--- src/rtl/uart_baud_pkg.sv ---
// rtl/uart_baud_pkg.sv - shared defaults, reset divisor and config type for the oversampling baud generator
package uart_baud_pkg;

  localparam int DIV_W_DEF        = 16;
  localparam int FRAC_W_DEF       = 4;
  localparam int OSR_DEF          = 16;
  // 100 MHz clock, 115200 baud, 16x oversampling: 100e6 / (115200 * 16) = 54.25
  localparam int RST_DIV_INT_DEF  = 54;
  localparam int RST_DIV_FRAC_DEF = 4;

  typedef struct packed {
    logic [DIV_W_DEF-1:0]  div_int;
    logic [FRAC_W_DEF-1:0] div_frac;
  } baud_cfg_t;

endpackage

--- src/rtl/uart_baud_os_gen_if.sv ---
// rtl/uart_baud_os_gen_if.sv - control/strobe bundle between CSR block, baud generator and uart_tx/uart_rx
interface uart_baud_os_gen_if
  import uart_baud_pkg::*;
#(
  parameter int DIV_W  = DIV_W_DEF,
  parameter int FRAC_W = FRAC_W_DEF
);

  logic              en;
  logic [DIV_W-1:0]  div_int;
  logic [FRAC_W-1:0] div_frac;
  logic              cfg_load;
  logic              rx_resync;
  logic              os_tick;
  logic              mid_tick;
  logic              bit_tick;
  logic              cfg_pending;
  logic              cfg_err;

  modport master (
    output en, div_int, div_frac, cfg_load, rx_resync,
    input  os_tick, mid_tick, bit_tick, cfg_pending, cfg_err
  );

  modport slave (
    input  en, div_int, div_frac, cfg_load, rx_resync,
    output os_tick, mid_tick, bit_tick, cfg_pending, cfg_err
  );

endinterface

--- src/rtl/uart_frac_accum.sv ---
// rtl/uart_frac_accum.sv - fractional divisor accumulator, only built when UART_BAUD_FRAC_EN is defined
`ifdef UART_BAUD_FRAC_EN
module uart_frac_accum #(
  parameter int FRAC_W = 4
) (
  input  logic              clk,
  input  logic              rst,
  input  logic              clear_i,
  input  logic              step_i,
  input  logic [FRAC_W-1:0] frac_i,
  output logic              carry_o
);

  logic [FRAC_W-1:0] acc_q;
  logic              carry_q;
  logic [FRAC_W:0]   sum_d;

  assign sum_d   = {1'b0, acc_q} + {1'b0, frac_i};
  assign carry_o = carry_q;

  // Add the fraction once per period; the carry stretches the following period by one clock
  always_ff @(posedge clk) begin
    if (rst || clear_i) begin
      acc_q   <= '0;
      carry_q <= 1'b0;
    end else if (step_i) begin
      {carry_q, acc_q} <= sum_d;
    end
  end

endmodule
`endif

--- src/rtl/uart_baud_os_gen.sv ---
// rtl/uart_baud_os_gen.sv - fractional oversampling baud generator; UART_BAUD_FRAC_EN enables the fractional divisor
module uart_baud_os_gen
  import uart_baud_pkg::*;
#(
  parameter int DIV_W        = DIV_W_DEF,
  parameter int FRAC_W       = FRAC_W_DEF,
  parameter int OSR          = OSR_DEF,
  parameter int RST_DIV_INT  = RST_DIV_INT_DEF,
  parameter int RST_DIV_FRAC = RST_DIV_FRAC_DEF
) (
  input logic               clk,
  input logic               rst,
  uart_baud_os_gen_if.slave baud
);

  localparam int OS_W = $clog2(OSR);

  typedef struct packed {
    logic [DIV_W-1:0]  div_int;
    logic [FRAC_W-1:0] div_frac;
  } cfg_t;

  localparam cfg_t RST_CFG = '{div_int: DIV_W'(RST_DIV_INT), div_frac: FRAC_W'(RST_DIV_FRAC)};

  logic             en_d_q;
  logic [DIV_W-1:0] clk_cnt_q, clk_cnt_d;
  logic [OS_W-1:0]  os_cnt_q, os_cnt_d;
  cfg_t             act_q, act_d;
  cfg_t             pend_q, pend_d;
  logic             pend_flag_q, pend_flag_d;
  logic             os_tick_q, mid_tick_q, bit_tick_q, cfg_err_q;

  logic             restart;
  logic             stall;
  logic             period_end;
  logic             apply;
  logic             carry;
  logic [DIV_W:0]   last_cnt;

  // Disabled, freshly enabled, or resynced to an RX start edge: phase restarts from zero
  assign restart    = ~baud.en | ~en_d_q | baud.rx_resync;
  // A zero integer divisor cannot produce a period, so the counter is parked
  assign stall      = (act_q.div_int == '0);
  assign last_cnt   = {1'b0, act_q.div_int} + {{DIV_W{1'b0}}, carry} - {{DIV_W{1'b0}}, 1'b1};
  assign period_end = ~restart & ~stall & ({1'b0, clk_cnt_q} == last_cnt);
  // New divisors only take effect on a period boundary; a stalled generator has none, so it takes them at once
  assign apply      = pend_flag_q & (restart | period_end | stall);

`ifdef UART_BAUD_FRAC_EN
  uart_frac_accum #(
    .FRAC_W(FRAC_W)
  ) u_frac_accum (
    .clk    (clk),
    .rst    (rst),
    .clear_i(restart),
    .step_i (period_end),
    .frac_i (act_q.div_frac),
    .carry_o(carry)
  );
`else
  // Integer-only build: div_frac still travels through the config path but nothing consumes it
  logic unused_frac;
  assign carry       = 1'b0;
  assign unused_frac = ^act_q.div_frac;
`endif

  // Pending/active divisor bookkeeping; a load on the apply edge stays pending for the next boundary
  always_comb begin
    act_d       = act_q;
    pend_d      = pend_q;
    pend_flag_d = pend_flag_q;
    if (apply) begin
      act_d       = pend_q;
      pend_flag_d = 1'b0;
    end
    if (baud.cfg_load) begin
      pend_d      = '{div_int: baud.div_int, div_frac: baud.div_frac};
      pend_flag_d = 1'b1;
    end
  end

  // Clock counter within a period and oversample index within a bit
  always_comb begin
    clk_cnt_d = clk_cnt_q + DIV_W'(1);
    os_cnt_d  = os_cnt_q;
    if (restart || stall || period_end) begin
      clk_cnt_d = '0;
    end
    if (restart) begin
      os_cnt_d = '0;
    end else if (period_end) begin
      os_cnt_d = (os_cnt_q == OS_W'(OSR - 1)) ? '0 : os_cnt_q + OS_W'(1);
    end
  end

  // State and registered strobes; bit/mid qualify on the oversample index before it advances
  always_ff @(posedge clk) begin
    if (rst) begin
      en_d_q      <= 1'b0;
      clk_cnt_q   <= '0;
      os_cnt_q    <= '0;
      act_q       <= RST_CFG;
      pend_q      <= RST_CFG;
      pend_flag_q <= 1'b0;
      os_tick_q   <= 1'b0;
      mid_tick_q  <= 1'b0;
      bit_tick_q  <= 1'b0;
      cfg_err_q   <= 1'b0;
    end else begin
      en_d_q      <= baud.en;
      clk_cnt_q   <= clk_cnt_d;
      os_cnt_q    <= os_cnt_d;
      act_q       <= act_d;
      pend_q      <= pend_d;
      pend_flag_q <= pend_flag_d;
      os_tick_q   <= period_end;
      mid_tick_q  <= period_end && (os_cnt_q == OS_W'(OSR / 2 - 1));
      bit_tick_q  <= period_end && (os_cnt_q == OS_W'(OSR - 1));
      cfg_err_q   <= (act_d.div_int == '0);
    end
  end

  assign baud.os_tick     = os_tick_q;
  assign baud.mid_tick    = mid_tick_q;
  assign baud.bit_tick    = bit_tick_q;
  assign baud.cfg_pending = pend_flag_q;
  assign baud.cfg_err     = cfg_err_q;

endmodule
--- src/flat_wrapper.sv ---
// flat-port wrapper written by rule: the top's interface ports become plain ports
module uart_baud_os_gen_flat import uart_baud_pkg::*;
#(
  parameter int DIV_W        = DIV_W_DEF,
  parameter int FRAC_W       = FRAC_W_DEF,
  parameter int OSR          = OSR_DEF,
  parameter int RST_DIV_INT  = RST_DIV_INT_DEF,
  parameter int RST_DIV_FRAC = RST_DIV_FRAC_DEF
)
  (clk, rst, baud_en, baud_div_int, baud_div_frac, baud_cfg_load, baud_rx_resync, baud_os_tick, baud_mid_tick, baud_bit_tick, baud_cfg_pending, baud_cfg_err);
  uart_baud_os_gen_if #(.DIV_W(DIV_W), .FRAC_W(FRAC_W)) baud_i ();
  input logic clk;
  input logic rst;
  input wire logic [$bits(baud_i.en)-1:0] baud_en;
  input wire logic [$bits(baud_i.div_int)-1:0] baud_div_int;
  input wire logic [$bits(baud_i.div_frac)-1:0] baud_div_frac;
  input wire logic [$bits(baud_i.cfg_load)-1:0] baud_cfg_load;
  input wire logic [$bits(baud_i.rx_resync)-1:0] baud_rx_resync;
  output wire logic [$bits(baud_i.os_tick)-1:0] baud_os_tick;
  output wire logic [$bits(baud_i.mid_tick)-1:0] baud_mid_tick;
  output wire logic [$bits(baud_i.bit_tick)-1:0] baud_bit_tick;
  output wire logic [$bits(baud_i.cfg_pending)-1:0] baud_cfg_pending;
  output wire logic [$bits(baud_i.cfg_err)-1:0] baud_cfg_err;
  assign baud_i.en = baud_en;
  assign baud_i.div_int = baud_div_int;
  assign baud_i.div_frac = baud_div_frac;
  assign baud_i.cfg_load = baud_cfg_load;
  assign baud_i.rx_resync = baud_rx_resync;
  assign baud_os_tick = baud_i.os_tick;
  assign baud_mid_tick = baud_i.mid_tick;
  assign baud_bit_tick = baud_i.bit_tick;
  assign baud_cfg_pending = baud_i.cfg_pending;
  assign baud_cfg_err = baud_i.cfg_err;
  uart_baud_os_gen #(.DIV_W(DIV_W), .FRAC_W(FRAC_W), .OSR(OSR), .RST_DIV_INT(RST_DIV_INT), .RST_DIV_FRAC(RST_DIV_FRAC)) u_core (.clk(clk), .rst(rst), .baud(baud_i));
endmodule
--- config.mk ---
export PLATFORM = sky130hd
export DESIGN_NAME = uart_baud_os_gen_flat
export DESIGN_NICKNAME = d
export VERILOG_FILES = /design/src/rtl/uart_baud_pkg.sv /design/src/rtl/uart_baud_os_gen_if.sv /design/src/rtl/uart_frac_accum.sv /design/src/rtl/uart_baud_os_gen.sv /design/src/flat_wrapper.sv
export SDC_FILE = /design/constraint.sdc
export NUM_CORES = 1
export LEC_CHECK = 0
export BUFFER_PORTS_ARGS = -buffer_cell sky130_fd_sc_hd__clkbuf_2
export CORE_MARGIN = 2
export CORE_UTILIZATION = 38
export CTS_BUF_LIST = sky130_fd_sc_hd__clkbuf_16
export CTS_CLUSTER_DIAMETER = 40
export CTS_CLUSTER_SIZE = 30
export DETAILED_ROUTE_END_ITERATION = 8
export PLACE_DENSITY = 0.65
export SKIP_LAST_GASP = 1
export SYNTH_ARGS = -nofsm -noshare
export SYNTH_HDL_FRONTEND = slang
export SYNTH_SLANG_ARGS = --single-unit
--- constraint.sdc ---
create_clock -name clk -period 4 [get_ports clk]
set_input_delay 0.4 -clock clk [delete_from_list [all_inputs] [get_ports clk]]
set_output_delay 0.4 -clock clk [all_outputs]
set_load 0.1 [all_outputs]
## Yosys cells after proc, flatten, opt, wreduce, memory -nomap -nowiden

Cells that the tools add are included.
W data, S select, Z words.

| operators by class | value |
|---|---|
| add/sub/neg operators | 3 |
| eq/ne operators | 3 |
| mux-type cells | 4 |
| bitwise gates (word level) | 11 |
| reductions and logical operators | 9 |

Operators with widths:

| kind | count |
|---|---|
| $logic_not A16 Y1 | 2 |
| $mux W20 | 1 |
| $eq A16 B17 Y1 | 1 |
| $sub A16 B1 Y17 const B | 1 |
| $add A16 B1 Y16 const B | 1 |
| $add A4 B1 Y4 const B | 1 |
| $eq A4 B3 Y1 const B | 1 |
| $eq A4 B4 Y1 const B | 1 |
| $mux W4 | 1 |
| $not A1 Y1 | 4 |
| $or A1 B1 Y1 | 4 |
| $reduce_or A2 Y1 | 2 |
| $and A1 B1 Y1 | 3 |
| $logic_and A1 B1 Y1 | 2 |
| $logic_or A1 B1 Y1 | 2 |
| $mux W1 | 2 |
| $reduce_bool A2 Y1 | 1 |

| storage, ports and cells | value |
|---|---|
| flip-flop bits (word level) | 66 |
| input bits | 25 |
| output and inout port bits | 5 |
| logic and storage cells | 42 |

## Longest topological paths before layout

Gate-level depths: netlist (run 1).

| logic depth | value |
|---|---|
| word-level depth | 11 |
| mapped depth | 12 |
| gate-level depth less buffers | 10 |

## Worst setup path before layout (run 1)

Ideal clock, no wire load.

| path | value |
|---|---|
| kind | register to register |
| start | register u_core.act_q[4] in the netlist's numbering |
| end | register u_core.clk_cnt_q[10] |
| library setup time | 0.117 ns |
| arrival | 2.898 ns |
| setup slack | 0.985 ns |
| cell stages (with the launch flop) | 13 |
| period minus slack after synthesis | 3.015 ns |
| cells stage by stage | dfxtp_1 -> inv_1 -> ha_1 -> or3b_1 -> or3_4 -> mux2i_1 -> or3b_2 -> a211oi_2 -> and2_1 -> buf_6 -> nand2b_1 -> buf_2 -> nor2_1 |

| on the way | value |
|---|---|
| cells in the longest elaborated chain, start to end | 6 |
| elaborated cells on any way between the ends | 9 |
| those cells by class | 1 x add/sub; 1 x eq/ne; 3 x bitwise; 4 x reduce/logical |

RTL lines:

| element | RTL line | RTL |
|---|---|---|
| start, declared | uart_baud_os_gen.sv:28 | `cfg_t act_q, act_d;` |
| start signal, assigned | uart_baud_os_gen.sv:113 | `act_q <= act_d;` |
| branches (longest 4 deep; another with $sub A16 B1 Y17) | -- |  |
| $logic_or A1 B1 Y1 * | uart_baud_os_gen.sv:86 | `if (restart \|\| stall \|\| period_end) begin` |
| $reduce_or A2 Y1 (no line) * | -- |  |
| end signal, assigned | uart_baud_os_gen.sv:111 | `clk_cnt_q <= clk_cnt_d;` |
| end, declared | uart_baud_os_gen.sv:26 | `logic [DIV_W-1:0] clk_cnt_q, clk_cnt_d;` |

Every way passes the cells marked *.
A chain may end at the register's enable or synchronous reset.

## Worst setup path in the final report (run 1)

| path | value |
|---|---|
| start | register u_core.act_q[5] in the netlist's numbering |
| end | register u_core.act_q[8] in the netlist's numbering |

| on the way | value |
|---|---|
| cells in the longest elaborated chain, start to end | 8 |
| elaborated cells on any way between the ends | 10 |
| those cells by class | 1 x add/sub; 1 x eq/ne; 1 x mux; 6 x bitwise; 1 x reduce/logical |

RTL lines:

| element | RTL line | RTL |
|---|---|---|
| branches (longest 5 deep; another with $sub A16 B1 Y17) | -- |  |
| $or A1 B1 Y1 * | uart_baud_os_gen.sv:47 | `assign apply = pend_flag_q & (restart \| period_end \| stall);` |
| $and A1 B1 Y1 * | uart_baud_os_gen.sv:47 |  |
| $mux W20 * | uart_baud_os_gen.sv:72 | `if (apply) begin` |

Marked as above.

==> metrics.md, run 1 <==
| Metric | Value |
|---|---|
| Worst setup SP type | `register` |
| Status | `finished, final reports clean` |
| Tmin final | `3.47 ns` |
| Setup crit end kind | `register` |
| Post-CTS Resized | `0` |
| Hold Vio Cnt, Final | `0` |
| Die span in y | `93.0 um` |
| # rows | `32` |
| Syn Inst Count | `346` |
| Die area | `8660 um2` |
| Total number of yosys warnings | `0` |
| # hold bufs at CTS | `0` |
| Worst VDD drop | `323 uV` |
| Clock buffer count from CTS | `9` |
| Drt wl/cell | `13.9 um` |
| FMAX | `288 MHz` |
| Die X-Extent | `93.0 um` |
| HP Class | `input port to register` |
| Area Overhead vs Synth | `15.6%` |
| Worst skew pair latency | `0.33 ns` |
| Share of layout cells above drive strength 1 | `14.7%` |
| Initial core utilization | `39.2%` |
| Power Density | `438 nW/um2` |
| Antenna viol nets, final | `0` |
| Post-synthesis cell type count | `57` |
| Critical Path RT | `4.17 ns` |
| Post-synth EDFFs | `0` |
| GPL Wtd Cong | `0.895` |
| Total Power | `1.53 mW` |
| Nets | `392` |
| CTS tree | `done` |
| Worst-path clk slew | `0.05 ns` |
| Vias in the first global route | `2432` |
| FF+latch count, synth | `58` |
| Hold_ws | `0.280 ns` |
| CTS max path bufs | `2` |
| Dpl hpwl | `4.81 mm` |
| Synth Net Count | `375` |
| Grt ovf | `0` |
| Antenna Cells | `0` |
| Worst hold start | `baud_div_int[5]` |
| Ys flop type | `dfxtp_1` |
| Setup TNS | `0 ns` |
| First-pass GRT wire length | `11.4 mm` |
| Largest net degree at the start of global routing | `23` |
| Routed WL | `6.53 mm` |
| Total GRT Usage | `16.7%` |
| DR pass1 iterations | `4` |
| Clk_skew | `0.00786 ns` |
| CP startpoint | `u_core.act_q[5]$_SDFF_PP1_` |
| Average cell area after synthesis | `8.71 um2` |
| Crit path kind | `register to register` |
| DRT iter0 DRCs | `94` |
| Mapped cell area | `3010 um2` |
| Root Driver | `clkbuf_16` |
| Max_slew headroom | `34.6%` |
| Port Buf Inserts | `25` |
| Clock sink count | `58` |
| Vias | `2519` |
| H-Tree Depth | `3` |
| Seq/Total Area, Yosys | `38.5%` |
| Leakage | `1.41 nW` |
| Worst flop-to-flop path startpoint | `u_core.act_q[5]$_SDFF_PP1_` |
| Initial antenna violation count | `0` |
| Maximum capacitance violations | `0` |
| RSZ-0062 raised after global routing | `no` |
| Postcts setup bufs | `0` |
| Via/cell ratio | `5.36` |
| Final setup fails | `0` |
| Top Ports | `30` |
| Max-slew violations | `0` |
| Worst EP arrival | `3.64 ns` |
| Asr flop ratio synth | `0%` |
| Worst-path maximum fanout | `20` |
| Core area | `7690 um2` |
| Period utilization | `86.8%` |
| Worst-Margin Slew | `0.978 ns` |
| # DRC | `0` |
-- cell usage in the layout (no fill, tap or decap), types with 4 or more instances in the layout --
cell type,netlist,layout
clkbuf_16,0,9
nor3_1,16,16
a21oi_1,4,4
or3_1,4,4
nand4_1,6,6
a221o_1,12,12
o211ai_1,5,5
and3_1,6,6
inv_1,11,11
nor2_1,58,58
nand2_1,26,26
ha_1,4,4
xnor2_1,14,14
clkbuf_2,0,25
mux2i_1,16,16
xor2_1,17,17
nor4_1,8,8
dfxtp_1,58,58
nand3_1,10,10
-- cells in the mapped netlist (3+ instances only) --
| master | count | area [um2] |
|---|---|---|
| a211oi_1 | 3 | 22.5 |
| a21oi_1 | 4 | 20.0 |
| a221o_1 | 12 | 120 |
| and3_1 | 6 | 37.5 |
| buf_1 | 4 | 15.0 |
| buf_2 | 4 | 20.0 |
| buf_6 | 4 | 45.0 |
| clkbuf_1 | 6 | 22.5 |
| dfxtp_1 | 58 | 1160 |
| ha_1 | 4 | 50.1 |
| inv_1 | 11 | 41.3 |
| mux2i_1 | 16 | 160 |
| nand2_1 | 26 | 97.6 |
| nand2b_1 | 3 | 18.8 |
| nand3_1 | 10 | 50.1 |
| nand4_1 | 6 | 37.5 |
| nor2_1 | 58 | 218 |
| nor2b_1 | 3 | 18.8 |
| nor3_1 | 16 | 80.1 |
| nor4_1 | 8 | 50.1 |
| o211ai_1 | 5 | 37.5 |
| o21ai_1 | 3 | 15.0 |
| or3_1 | 4 | 25.0 |
| xnor2_1 | 14 | 123 |
| xor2_1 | 17 | 149 |
-- flip-flops by register name, indices dropped and copies added (netlist names) --
signal / count
u_core.en_d_q: 1
u_core.os_cnt_q: 4
u_core.act_q: 16
u_core.baud.bit_tick: 1
u_core.baud.mid_tick: 1
u_core.baud.cfg_pending: 1
u_core.pend_q: 16
u_core.clk_cnt_q: 16
u_core.baud.cfg_err: 1
u_core.baud.os_tick: 1
-- per-stage QoR --
step,instance area [um2],worst slack [ns],utilization (%),cells
final,3480,0.527,45.3,470
after detailed placement,3160,0.515,41.0,454
after floorplan,3010,0.985,-,346
after global routing,3480,0.176,45.3,470
after global placement,3160,0.498,41.0,454
after CTS,3480,0.546,45.3,470
-- logic make-up after synthesis --
family	share of synthesized area (%)
mux	5.32
buf+inv	5.40
flops	38.5
compound gates	12.7
xor+xnor	9.80
simple gates	26.5
fa+ha+maj	1.66
-- layout make-up --
type / instances / area (um2)
clock buffer: 9 / 225
clock inverter: 7 / 101
fill: 753 / 4210
inverter: 12 / 45.0
multi-input combinational: 256 / 1690
sequential: 58 / 1160
tap: 102 / 128
timing repair buffer: 26 / 133
-- layer usage --
metal	GRT usage (%)	routed length (um)	vias to the layer above
li1	-	-	1272
met3	3.38	238	12
met5	0	0	-
met1	20.5	2990	1186
met4	9.93	172	0
met2	27.1	3130	49
-- path summary, 6_finish.rpt --
| path | endpoint | slack (ns) | depth (start not counted) |
|---|---|---|---|
| setup / recovery | u_core.act_q[8]$_SDFF_PP1_ | 0.53 | 11 |
| hold / removal | u_core.pend_q[9]$_SDFFE_PP1P_ | 0.28 | 3 |
| setup reg to reg | u_core.act_q[8]$_SDFF_PP1_ | 0.53 | 11 |
| hold reg to reg | u_core.clk_cnt_q[0]$_SDFF_PP0_ | 0.47 | 1 |
-- worst max-delay path: stages (launching register included) --
cell and delay, ns:
dfxtp_1 0.36, inv_1 0.13, ha_1 0.25, or3b_1 0.44, or3_4 0.38, mux2i_1 0.12
or3b_2 0.48, a211oi_2 0.25, and2_1 0.26, buf_4 0.27, o21a_4 0.27, a221oi_2 0.09
-- where the power goes --
group | switching, mW | internal (mW)
combinational | 0.0464 | 0.0377
clock | 0.281 | 0.548
sequential | 0.0180 | 0.594
total | 0.346 | 1.18
Power figures use the tool's default switching activity.
==> run 2: changes to the inputs <==
--- a/config.mk
+++ b/config.mk
@@ -6,13 +6,12 @@
 export NUM_CORES = 1
 export LEC_CHECK = 0
 export BUFFER_PORTS_ARGS = -buffer_cell sky130_fd_sc_hd__clkbuf_2
-export CORE_MARGIN = 2
+export CORE_MARGIN = 1.5
 export CORE_UTILIZATION = 38
 export CTS_BUF_LIST = sky130_fd_sc_hd__clkbuf_16
 export CTS_CLUSTER_DIAMETER = 40
 export CTS_CLUSTER_SIZE = 30
 export DETAILED_ROUTE_END_ITERATION = 8
-export PLACE_DENSITY = 0.65
 export SKIP_LAST_GASP = 1
 export SYNTH_ARGS = -nofsm -noshare
 export SYNTH_HDL_FRONTEND = slang
==> run 2 against run 1 <==
Against the previous run: via count fell by 1.0%; sequential power barely moved; clock power fell by 7.7%; sequential cell count did not move; combinational power barely moved; fmax rose by 0.98%; clock-buffer cell count did not move; cell area fell by 0.72%; final cell count did not move; die area fell by 2.1%; routed wire length rose by 0.44%; clock skew fell by 0.0017 ns.
==> metrics.md, run 2 (synthesis results as in run 1) <==
| Metric | Value |
|---|---|
| DRT iter0 DRCs | `103 (+9.6%)` |
| Worst skew pair latency | `0.33 ns (about the same)` |
| Status | `finished, final reports clean` |
| Total GRT Usage | `16.8% (+0.12 points)` |
| Initial antenna violation count | `0 (unchanged)` |
| Critical Path RT | `4.16 ns (about the same)` |
| CP startpoint | `u_core.act_q[5]$_SDFF_PP1_` |
| CTS max path bufs | `2 (unchanged)` |
| Die area | `8470 um2 (-2.1%)` |
| Core area | `7690 um2 (unchanged)` |
| Setup TNS | `0 ns (unchanged)` |
| Postcts setup bufs | `0 (unchanged)` |
| RSZ-0062 raised after global routing | `no` |
| Crit path kind | `register to register` |
| Final setup fails | `0 (unchanged)` |
| Clock buffer count from CTS | `9 (unchanged)` |
| # rows | `32 (unchanged)` |
| Top Ports | `30 (unchanged)` |
| Clk_skew | `0.00614 ns (-0.00171 ns)` |
| Net Sw Frac | `23.6% (+0.92 points)` |
| Most frequent cells in the layout | `58 x nor2_1, 58 x dfxtp_1, 26 x nand2_1, 25 x clkbuf_2, 17 x xor2_1` |
| Critical Path Slowest Stage Cell | `a2111oi_0` |
| DR pass1 iterations | `4 (unchanged)` |
| Worst-Margin Slew | `0.979 ns (+0.000903 ns)` |
| Setup slack, reg-to-reg | `0.56 ns (+0.03 ns)` |
| # hold bufs at CTS | `0 (unchanged)` |
| Worst EP arrival | `3.60 ns (-0.04 ns)` |
| Max-slew violations | `0 (unchanged)` |
| Tmin final | `3.44 ns (-0.0337 ns)` |
| Clock sink count | `58 (unchanged)` |
| Seq pwr share | `41.9% (+1.8 points)` |
| Maximum capacitance violations | `0 (unchanged)` |
| Via/cell ratio | `5.30 (-1.0%)` |
| Drt wl/cell | `14.0 um (+0.44%)` |
| Setup crit end kind | `register` |
| Initial core utilization | `39.2% (unchanged)` |
| Worst flop-to-flop path startpoint | `u_core.act_q[5]$_SDFF_PP1_` |
| Worst-path clk slew | `0.05 ns (about the same)` |
| Port Buf Inserts | `25 (unchanged)` |
| Share of layout cells above drive strength 1 | `14.7% (unchanged)` |
| Pint | `1.12 mW (-5.3%)` |
| Worst setup SP type | `register` |
| Period utilization | `86.0% (-0.84 points)` |
| Largest net degree at the start of global routing | `24 (+4.3%)` |
| Area Overhead vs Synth | `14.7%` |
| # DRC | `0 (unchanged)` |
| Clock Power Share | `52.3% (-2.1 points)` |
| Nets | `392 (unchanged)` |
| Hold_ws | `0.292 ns (+0.0118 ns)` |
| Hold Vio Cnt, Final | `0 (unchanged)` |
| Routed WL | `6.56 mm (+0.44%)` |
| Leakage | `1.40 nW (-0.70%)` |
| Dpl hpwl | `4.78 mm (-0.60%)` |
| CTS tree | `done` |
| Vias | `2493 (-1.0%)` |
| Root Driver | `clkbuf_16` |
| H-Tree Depth | `3 (unchanged)` |
| Worst hold start | `baud_div_int[5]` |
| Worst-path maximum fanout | `23 (+15%)` |
| Worst VDD drop | `293 uV (-9.3%)` |
| Post-CTS Resized | `0 (unchanged)` |
| GPL Wtd Cong | `0.878 (-1.8%)` |
| First-pass GRT wire length | `11.1 mm (-2.1%)` |
| Comb power frac | `5.7% (+0.2 points)` |
| HP Class | `input port to register` |
| Max_slew headroom | `34.5% (-0.060 points)` |
| Grt ovf | `0 (unchanged)` |
| Cell chain of the critical path | `inv_1, ha_1, or3b_1, a311o_1, a2111oi_0, nand4_1, nor3_1, and2_1, buf_4, o21a_4, a221oi_2` |
| Vias in the first global route | `2332 (-4.1%)` |
| Critical Path Max Stage Delay | `0.43 ns (-0.05 ns)` |
| NetSw | `0.345 mW (-0.29%)` |
| Biggest regs | `u_core.act_q (16), u_core.clk_cnt_q (16), u_core.pend_q (16)` |
| Die X-Extent | `92.0 um (-1.1%)` |
| FMAX | `291 MHz (+0.98%)` |
| Power Density | `423 nW/um2 (-3.5%)` |
| Antenna viol nets, final | `0 (unchanged)` |
| Antenna Cells | `0 (unchanged)` |
| Die span in y | `92.0 um (-1.1%)` |
## run 2: worst paths after layout
| path | to | depth (start not counted) |
|---|---|---|
| worst max-delay path | u_core.act_q[8]$_SDFF_PP1_ | 11 |
| worst min register to register | u_core.clk_cnt_q[0]$_SDFF_PP0_ | 1 |
| worst min-delay path | u_core.pend_q[9]$_SDFFE_PP1P_ | 3 |
| worst max register to register | u_core.act_q[8]$_SDFF_PP1_ | 11 |
## run 2: power by group through the flow
stage / logic (mW) / registers [mW] / clock network, mW
after floorplan: 0.0639 / 0.620 / 0
after global placement: 0.0830 / 0.624 / 0
after detailed placement: 0.0843 / 0.624 / 0
after CTS: 0.0848 / 0.612 / 0.782
after global routing: 0.0934 / 0.614 / 0.810
final: 0.0838 / 0.613 / 0.765
## run 2: critical path: cells and delay by family, from the launching register on
family,cells,cell delay [ns]
AOI/OAI and AO/OA,4,1.15
adders and majority gates,1,0.25
buffers and inverters,2,0.41
DFF,1,0.37
and+or+nand+nor,4,1.08
## run 2: cell type report
class,instances,area (um2)
multi-input cells,256,1690
clock buffers,9,225
well taps,102,128
repair buffers,26,133
clock inverters,7,76.3
fillers,764,4230
flip-flops and latches,58,1160
inverters,12,45.0
## run 2: per-layer routing
metal | up-vias | GRT usage [%] | wire length, um
met4 | 0 | 7.31 | 116
met5 | - | 0 | 0
li1 | 1270 | - | -
met1 | 1172 | 21.0 | 3190
met3 | 10 | 4.81 | 224
met2 | 41 | 26.8 | 3030
## run 2: metrics by stage
stage | util (%) | setup slack [ns] | total power, mW | instances | cell area [um2]
2_1_floorplan | - | 0.985 | 0.684 | 346 | 3010
4_1_cts | 45.0 | 0.573 | 1.48 | 470 | 3460
5_1_grt | 45.0 | 0.205 | 1.52 | 470 | 3460
3_3_place_gp | 41.0 | 0.594 | 0.707 | 454 | 3160
3_5_place_dp | 41.0 | 0.587 | 0.709 | 454 | 3160
6_report | 45.0 | 0.561 | 1.46 | 470 | 3460
==> run 3: changes to the inputs <==
--- a/config.mk
+++ b/config.mk
@@ -6,6 +6,7 @@
 export NUM_CORES = 1
 export LEC_CHECK = 0
 export BUFFER_PORTS_ARGS = -buffer_cell sky130_fd_sc_hd__clkbuf_2
+export CORE_ASPECT_RATIO = 2
 export CORE_MARGIN = 1.5
 export CORE_UTILIZATION = 38
 export CTS_BUF_LIST = sky130_fd_sc_hd__clkbuf_16
==> run 3 against run 2 <==
Against the previous run: critical path depth did not move; non-clock buffer count is 3 higher; sequential share of layout area is essentially flat; fmax decreased by 2.4%; die area rose by 0.37%; register-to-register slack got worse by 0.08 ns; routed wire length grew 5.5%; clock-buffer cell count stayed put; utilization grew 0.14 points; largest power group unchanged.
==> metrics.md, run 3 (synthesis results as in run 1) <==
| Metric | Value |
|---|---|
| Status | `finished, final reports clean` |
| Max-slew violations | `0 (unchanged)` |
| Dpl hpwl | `5.26 mm (+10%)` |
| Met3 WL | `152 um (-32%)` |
| Post-CTS Resized | `0 (unchanged)` |
| Max_slew headroom | `30.0% (-4.5 points)` |
| # DRC | `0 (unchanged)` |
| Setup crit end kind | `register` |
| Biggest regs | `u_core.act_q (16), u_core.clk_cnt_q (16), u_core.pend_q (16)` |
| Cell chain of the critical path | `inv_1, ha_1, or3b_1, or3_4, mux2i_1, or3b_2, a211oi_2, and2_1, buf_12, o21a_4, a221oi_2` |
| Antenna viol nets, final | `0 (unchanged)` |
| Final setup fails | `0 (unchanged)` |
| Worst-Margin Slew | `1.05 ns (+0.0679 ns)` |
| Max layer used | `met4` |
| Die span in y | `129 um (+40%)` |
| Top Ports | `30 (unchanged)` |
| Post-Route M1 WL | `2.78 mm (-13%)` |
| Initial core utilization | `39.3% (+0.15 points)` |
| FMAX | `284 MHz (-2.4%)` |
| Worst EP arrival | `3.68 ns (+0.08 ns)` |
| H-Tree Depth | `3 (unchanged)` |
| First-pass GRT wire length | `11.6 mm (+4.0%)` |
| Critical Path Max Stage Delay | `0.48 ns (+0.05 ns)` |
| Root Driver | `clkbuf_16` |
| Leakage | `1.41 nW (+0.49%)` |
| GPL Wtd Cong | `0.864 (-1.6%)` |
| Maximum capacitance violations | `0 (unchanged)` |
| Antenna Cells | `0 (unchanged)` |
| Total Power | `1.41 mW (-3.4%)` |
| Die X-Extent | `66.0 um (-28%)` |
| Worst setup SP type | `register` |
| Crit path kind | `register to register` |
| Critical Path RT | `4.15 ns (about the same)` |
| Area Overhead vs Synth | `14.7% (about the same)` |
| Clock buffer count from CTS | `9 (unchanged)` |
| Hold Vio Cnt, Final | `0 (unchanged)` |
| Critical Path Slowest Stage Cell | `or3b_2` |
| Drt wl/cell | `14.9 um (+6.8%)` |
| Most frequent cells in the layout | `58 x nor2_1, 58 x dfxtp_1, 26 x nand2_1, 25 x clkbuf_2, 17 x xor2_1` |
| Postcts setup bufs | `0 (unchanged)` |
| Port Buf Inserts | `25 (unchanged)` |
| Die area | `8500 um2 (+0.37%)` |
| DRT iter0 DRCs | `71 (-31%)` |
| Clk_skew | `0.00580 ns (-0.000342 ns)` |
| Setup TNS | `0 ns (unchanged)` |
| Via/cell ratio | `5.31 (+0.16%)` |
| Worst-path maximum fanout | `20 (-13%)` |
| # rows | `45 (+41%)` |
| Clock sink count | `58 (unchanged)` |
| CTS max path bufs | `2 (unchanged)` |
| Nets | `395 (+0.77%)` |
| Vias in the first global route | `2426 (+4.0%)` |
| DR pass1 iterations | `4 (unchanged)` |
| Worst-path clk slew | `0.05 ns (about the same)` |
| Total GRT Usage | `18.0% (+1.2 points)` |
| Share of layout cells above drive strength 1 | `13.8% (-0.89 points)` |
| # hold bufs at CTS | `0 (unchanged)` |
| Worst VDD drop | `332 uV (+13%)` |
| Power Density | `409 nW/um2 (-3.4%)` |
| Routed WL | `6.92 mm (+5.5%)` |
| Core area | `7660 um2 (-0.39%)` |
| HP Class | `input port to register` |
| Grt ovf | `0 (unchanged)` |
| Period utilization | `88.1% (+2.1 points)` |
| Initial antenna violation count | `0 (unchanged)` |
| Met2 Wirelength | `3.70 mm (+22%)` |
| CTS tree | `done` |
| # fillers | `814 (+6.5%)` |
| RSZ-0062 raised after global routing | `no` |
| Largest net degree at the start of global routing | `23 (-4.2%)` |
| Worst skew pair latency | `0.32 ns (about the same)` |
| Tmin final | `3.52 ns (+0.0848 ns)` |
| Vias | `2465 (-1.1%)` |
[run 3: changes by cell type in the layout (fill, tap and decap cells not counted), moves of 2 or more]
cell	delta
clkinvlp_4	-2
clkinv_1	+5
buf_4	+2
inv_6	-2
[run 3: per-stage QoR]
stage          area [um2]  worst slack (ns)  hold WS [ns]  cells  utilization [%]
5_1_grt              3450             0.248         0.306    464             45.1
6_report             3450             0.476         0.290    464             45.1
3_3_place_gp         3180             0.498         0.469    449             41.5
3_5_place_dp         3180             0.463         0.484    449             41.5
4_1_cts              3450             0.443         0.282    464             45.1
2_1_floorplan        3010             0.985         0.437    346                -
[run 3: per-layer routing]
layer	vias up	GRT usage (%)
met2	36	31.9
met5	-	0
li1	1265	-
met1	1147	18.6
met3	17	3.93
met4	0	11.2
[run 3: path summary, 6_finish.rpt]
path / start / endpoint / slack (ns) / cells past startpoint
max: u_core.act_q[5]$_SDFF_PP1_ / u_core.act_q[5]$_SDFF_PP1_ / 0.48 / 11
min: baud_div_int[2] / u_core.pend_q[6]$_SDFFE_PP1P_ / 0.29 / 3
max reg2reg: u_core.act_q[5]$_SDFF_PP1_ / u_core.act_q[5]$_SDFF_PP1_ / 0.48 / 11
min reg2reg: u_core.clk_cnt_q[0]$_SDFF_PP0_ / u_core.clk_cnt_q[0]$_SDFF_PP0_ / 0.49 / 1
[run 3: where the power goes]
| group | leakage, nW | internal [mW] | switching, mW | total (mW) |
|---|---|---|---|---|
| logic | 0.802 | 0.0383 | 0.0482 | 0.0865 |
| registers | 0.472 | 0.595 | 0.0174 | 0.613 |
| clock network | 0.133 | 0.466 | 0.247 | 0.712 |
[run 3: layout make-up]
class                           instances  area, um2  share of cell area [%]
Clock buffer                            9        225                    6.52
Clock inverter                          6       48.8                    1.41
Inverter                               12       45.0                    1.30
Multi-Input combinational cell        256       1690                    48.9
Sequential cell                        58       1160                    33.6
Tap cell                               94        118                    3.40
Timing Repair Buffer                   29        168                    4.85
[run 3: worst max-delay path, delay by kind of cell (launching register included)]
kind / cells / cell delay [ns]
multiplexers: 1 / 0.12
adder cells (fa/ha/maj): 1 / 0.24
AO/OA/AOI/OAI: 3 / 0.72
flip-flops: 1 / 0.37
buffers and inverters: 2 / 0.32
AND/OR/NAND/NOR: 4 / 1.58
